==> src/rtl/bcd_updown_counter_pkg.sv <==
// rtl/bcd_updown_counter_pkg.sv - BCD digit constants and per-digit arithmetic helpers
package bcd_updown_counter_pkg;

    localparam int BCD_W = 4;
    localparam logic [BCD_W-1:0] BCD_MAX  = 4'd9;
    localparam logic [BCD_W-1:0] BCD_ZERO = 4'd0;

    // The 7-segment decoder has no pattern for 10-15, so anything above 9 is pinned to 9.
    function automatic logic [BCD_W-1:0] bcdClamp(input logic [BCD_W-1:0] d);
        return (d > BCD_MAX) ? BCD_MAX : d;
    endfunction

    function automatic logic [BCD_W-1:0] bcdInc(input logic [BCD_W-1:0] d);
        return (d >= BCD_MAX) ? BCD_ZERO : d + BCD_W'(1);
    endfunction

    function automatic logic [BCD_W-1:0] bcdDec(input logic [BCD_W-1:0] d);
        return (d == BCD_ZERO) ? BCD_MAX : d - BCD_W'(1);
    endfunction

endpackage

==> src/rtl/bcd_digit.sv <==
// rtl/bcd_digit.sv - one BCD digit with load/clear and ripple carry/borrow out
module bcd_digit
    import bcd_updown_counter_pkg::*;
(
    input  logic             Clk,
    input  logic             nReset,
    input  logic             step_in,
    input  logic             Up,
    input  logic             Load,
    input  logic             Clear,
    input  logic [BCD_W-1:0] loadDigit,
    output logic [BCD_W-1:0] digit,
    output logic             step_out
);

    always_ff @(posedge Clk or negedge nReset) begin
        if (!nReset) begin
            digit <= BCD_ZERO;
        end else if (Load) begin
            digit <= bcdClamp(loadDigit);
        end else if (Clear) begin
            digit <= BCD_ZERO;
        end else if (step_in) begin
            digit <= Up ? bcdInc(digit) : bcdDec(digit);
        end
    end

    assign step_out = step_in && (Up ? (digit == BCD_MAX) : (digit == BCD_ZERO));

endmodule

==> src/rtl/bcd_updown_counter.sv <==
// rtl/bcd_updown_counter.sv - prescaled multi-digit BCD up/down counter; BCD_CNT_SATURATE_EN selects saturation
module bcd_updown_counter
    import bcd_updown_counter_pkg::*;
#(
    parameter int NDIGITS  = 2,
    parameter int PRESCALE = 50000000,
    parameter int PS_W     = 26
) (
    input  logic                     Clk,
    input  logic                     nReset,
    input  logic                     Enable,
    input  logic                     Up,
    input  logic                     Clear,
    input  logic                     Load,
    input  logic [BCD_W*NDIGITS-1:0] LoadVal,
    output logic [BCD_W*NDIGITS-1:0] BcdOut,
    output logic                     Tick,
    output logic                     Carry,
    output logic                     Borrow,
    output logic                     Zero
);

    localparam logic [PS_W-1:0] PS_LAST = PS_W'(PRESCALE - 1);

    logic [PS_W-1:0] psCnt;
    logic            stepReq;
    logic            stepFirst;
    logic            wrapNow;
    logic [NDIGITS:0] ripple;

    always_ff @(posedge Clk or negedge nReset) begin
        if (!nReset) begin
            psCnt <= '0;
            Tick  <= 1'b0;
        end else begin
            Tick  <= (psCnt == PS_LAST);
            psCnt <= (psCnt == PS_LAST) ? '0 : psCnt + PS_W'(1);
        end
    end

    // Load and Clear outrank a step, so a step never reaches the flags when either is active.
    assign stepReq = Tick && Enable && !Load && !Clear;

`ifdef BCD_CNT_SATURATE_EN
    localparam logic [BCD_W*NDIGITS-1:0] ALL_NINES = {NDIGITS{BCD_MAX}};
    logic atLimit;

    assign atLimit   = Up ? (BcdOut == ALL_NINES) : (BcdOut == '0);
    assign wrapNow   = stepReq && atLimit;
    assign stepFirst = stepReq && !atLimit;
`else
    assign stepFirst = stepReq;
    assign wrapNow   = ripple[NDIGITS];
`endif

    assign ripple[0] = stepFirst;

    for (genvar g = 0; g < NDIGITS; g++) begin : gDigit
        bcd_digit uDigit (
            .Clk       (Clk),
            .nReset    (nReset),
            .step_in   (ripple[g]),
            .Up        (Up),
            .Load      (Load),
            .Clear     (Clear),
            .loadDigit (LoadVal[g*BCD_W +: BCD_W]),
            .digit     (BcdOut[g*BCD_W +: BCD_W]),
            .step_out  (ripple[g+1])
        );
    end

    always_ff @(posedge Clk or negedge nReset) begin
        if (!nReset) begin
            Carry  <= 1'b0;
            Borrow <= 1'b0;
        end else begin
            Carry  <= wrapNow && Up;
            Borrow <= wrapNow && !Up;
        end
    end

    assign Zero = (BcdOut == '0);

endmodule

==> config.mk <==
export PLATFORM = sky130hd
export DESIGN_NAME = bcd_updown_counter
export DESIGN_NICKNAME = d
export VERILOG_FILES = /design/src/rtl/bcd_updown_counter_pkg.sv /design/src/rtl/bcd_digit.sv /design/src/rtl/bcd_updown_counter.sv
export SDC_FILE = /design/constraint.sdc
export NUM_CORES = 1
export LEC_CHECK = 0
export CAP_MARGIN = 15
export CORE_ASPECT_RATIO = 1.1
export CORE_MARGIN = 1
export CORE_UTILIZATION = 43
export CTS_CLUSTER_DIAMETER = 80
export DETAILED_ROUTE_END_ITERATION = 16
export MAX_ROUTING_LAYER = met4
export PLACE_DENSITY = 0.67
export SETUP_SLACK_MARGIN = 0.2
export SYNTH_ARGS = -nofsm -noshare
export SYNTH_HDL_FRONTEND = slang
export SYNTH_SLANG_ARGS = --single-unit
==> constraint.sdc <==
create_clock -name Clk -period 2.2 [get_ports Clk]
set_clock_uncertainty 0.1 [all_clocks]
set_input_delay 0.44 -clock Clk [delete_from_list [all_inputs] [get_ports Clk]]
set_output_delay 0.44 -clock Clk [all_outputs]
set_load 0.005 [all_outputs]
==> impl_metrics.sql <==
INSERT INTO impl_metrics (metric_group, metric, value, unit) VALUES
('run_status', 'outcome', 'complete, no violations', ''),
('placement', 'placement.setup.worst_slack', '-0.00753', 'ns'),
('die', 'placement_rows', '26', ''),
('clock_network', 'htree_num_levels', '2', ''),
('timing', 'max_clk_rate', '516', 'MHz'),
('logic_synthesis', 'netlist-cell-type-count', '42', ''),
('logic_synthesis', 'synth.top_cell.area_share', '0.432', ''),
('logic_synthesis', 'syn_nets', '255', ''),
('timing', 'timing.final.crit_share', '0.881', ''),
('critical_path', 'end_kind', 'output port', ''),
('critical_path', 'worst-setup-path-type', 'reg -> out', ''),
('logic_synthesis', 'ys_async_sr_fraction', '1.00', ''),
('critical_path', 'regToRegStartpoint', 'gDigit[1].uDigit.digit[0]', ''),
('placement', 'hpwlAfterDp', '3380', 'um'),
('critical_path', 'cp_delay_by_family_top', 'buffers and inverters', ''),
('logic_synthesis', 'postSynthCellCount', '232', ''),
('grt', 'number_of_global_route_vias_before_repair', '1890', ''),
('routing', 'avgViaCountPerCell', '5.50', ''),
('critical_path', 'critical_path.slowest_cell', 'clkdlybuf4s50_1', ''),
('routing', 'drt_pre_antenna_iters', '4', ''),
('finish', 'final_util', '0.573', ''),
('critical_path', 'worst_path_largest_cell_delay', '0.57', 'ns'),
('die', 'initial_util', '0.454', ''),
('routing', 'vias', '1844', ''),
('timing', 'slew_headroom', '0.631', ''),
('run', 'timing.max_cap.violations', '0', ''),
('finish', 'syn_to_final_growth', '26.2', '%'),
('die', 'floorplan.io_pins', '26', ''),
('finish', 'antenna_cells_inserted', '0', ''),
('grt', 'grt_use_total', '0.198', ''),
('clock_network', 'ctsRootBufferMaster', 'clkbuf_8', ''),
('clock_network', 'hold_buffers', '0', ''),
('logic_synthesis', 'commonest_cells_post_synth', '37 x dfrtp_1, 28 x nor2_1, 22 x nand3_1', ''),
('hold_path', 'min-delay-path-class', 'in -> async', ''),
('grt', 'grt_antenna_before_repair', '0', ''),
('clock_network', 'cts_buffer_depth', '2', ''),
('critical_path', 'cp.buffers_inverters', '1', ''),
('grt', 'grt_pass1_wl', '8310', 'um'),
('routing', 'drt_wl_total', '4620', 'um'),
('critical_path', 'crit_chain', 'clkdlybuf4s50_1', ''),
('logic_synthesis', 'synth.yosys.warnings', '0', ''),
('timing', 'final_critical_path_setup_slack', '0.261', 'ns'),
('timing', 'tightestPinTransition', '0.549', 'ns'),
('pwr', 'power.leakage', '1.24', 'nW'),
('logic_synthesis', 'synth_area_leader_cell', 'dfrtp_1', ''),
('logic_synthesis', 'synth_enable_flop_cells', '0', ''),
('logic_synthesis', 'mappedNetlistArea', '0.00214', 'mm2'),
('critical_path', 'cp-start-kind', 'flop', ''),
('critical_path', 'reg2reg_slack', '0.29', 'ns'),
('timing', 'report.final.hold_viol_count', '0', ''),
('critical_path', 'crit_path_max_fanout', '12', ''),
('logic_synthesis', 'synth-main-ff-cell', 'dfrtp_1', ''),
('grt', 'grt_max_degree', '38', ''),
('pwr', 'ir_worst_vdd', '460', 'uV'),
('logic_synthesis', 'synth.most_common_cell', 'dfrtp_1', ''),
('clock_network', 'clk_transition_reported_paths', '0.07', 'ns'),
('logic_synthesis', 'syn_avg_cell_area', '9.23', 'um2'),
('clock_network', 'cts_tree', 'yes', ''),
('clock_network', 'clock_insertion_delay_worst_skew', '0.28', 'ns'),
('timing', 'finalWorstPathRequiredPeriod', '1.94', 'ns'),
('finish', 'layout.nets', '301', ''),
('die', 'height_of_the_die', '76.0', 'um'),
('routing', 'initialDrtViolationCount', '172', ''),
('logic_synthesis', 'synth-seq-cells', '37', ''),
('timing', 'finalSetupViolations', '0', ''),
('critical_path', 'critPathRequiredTime', '1.66', 'ns'),
('die', 'die_x', '69.3', 'um'),
('placement', 'port_buffers', '25', ''),
('critical_path', 'critical_path_arrival', '1.40', 'ns'),
('clock_network', 'clock_buffer_count_from_cts', '5', ''),
('timing', 'report.final.slew_viol_count', '0', '');
==> layer usage <==
| metal | part of all wire | vias to the layer above | global-route usage |
|---|---|---|---|
| li1 | - | 911 | - |
| met1 | 0.44 | 885 | 0.230 |
| met2 | 0.51 | 40 | 0.348 |
| met3 | 0.037 | 8 | 0.0410 |
| met4 | 0.012 | 0 | 0.0490 |
| met5 | 0 | - | - |
==> logic make-up after synthesis <==
kind of cell / count (synthesis) / synth area share
AO/OA/AOI/OAI: 35 / 0.112
buffers and inverters: 16 / 0.0368
AND/OR/NAND/NOR: 110 / 0.264
flip-flops: 37 / 0.432
adder cells (fa/ha/maj): 9 / 0.0526
XOR/XNOR: 25 / 0.102
==> registers in the layout, indices dropped and copies added (netlist names) <==
name                 count
Carry                    1
psCnt                   26
Tick                     1
Borrow                   1
gDigit.uDigit.digit      8
==> per-stage QoR <==
| stage | power [mW] | cells | TNS [ns] | cell area, um2 | hold WS, ns |
|---|---|---|---|---|---|
| global placement | 1.03 | 324 | 0 | 2540 | 0.384 |
| finish | 1.56 | 335 | 0 | 2700 | 0.0905 |
| global route | 1.64 | 335 | 0 | 2700 | 0.123 |
| detailed placement | 1.03 | 324 | -0.00753 | 2540 | 0.383 |
| floorplan | 0.876 | 232 | 0 | 2140 | 0.0444 |
| CTS | 1.57 | 335 | 0 | 2690 | 0.107 |
==> report_power, final <==
group	total [mW]	internal (mW)	switching, mW
combinational	0.326	0.169	0.158
clock	0.512	0.283	0.229
sequential	0.721	0.697	0.0238
==> cell type report <==
class / instances / area [um2]
fill: 426 / 2020
clock buffer: 7 / 96.3
timing repair buffer: 45 / 390
sequential: 37 / 926
inverter: 10 / 37.5
clock inverter: 1 / 5.00
multi-input combinational: 179 / 1180
tap: 56 / 70.1
==> worst paths after layout <==
| check | endpoint | cells after the start |
|---|---|---|
| max in group asynchronous | psCnt[11] | 2 |
| min reg2reg | psCnt[6] | 1 |
| max reg2reg | gDigit[1].uDigit.digit[3] | 7 |
| max | BcdOut[6] | 1 |
| min | gDigit[1].uDigit.digit[1] | 2 |
| min in group Clk | psCnt[6] | 1 |
==> repair_timing <==
item                                    CTS  global route
pin swaps                                 2             1
cloned                                    0             0
hold endpoints to repair                  0             0
endpoints found under the setup margin    1            22
resized for setup                        10             6
setup buffers                             3             0
==> placed cells by master, fill, tap and decap left out, types with 2 or more instances in the layout <==
| cell type | n |
|---|---|
| o211ai_1 | 3 |
| inv_1 | 7 |
| clkdlybuf4s50_1 | 23 |
| nand2_1 | 19 |
| o21a_1 | 5 |
| nand3b_1 | 4 |
| a31oi_1 | 6 |
| nor3_1 | 8 |
| dfrtp_1 | 37 |
| nor2b_1 | 2 |
| a21oi_1 | 5 |
| and3_1 | 5 |
| or2_2 | 3 |
| inv_2 | 3 |
| xor2_1 | 17 |
| buf_2 | 2 |
| nand4_1 | 6 |
| o2111ai_1 | 2 |
| nand3_1 | 22 |
| clkbuf_8 | 7 |
| xnor2_1 | 8 |
| o21ai_0 | 5 |
| nor2_1 | 28 |
| o31ai_2 | 2 |
| ha_1 | 7 |
| buf_4 | 20 |
| nor4_1 | 3 |
Note: power is estimated with default switching activity, not from simulation.
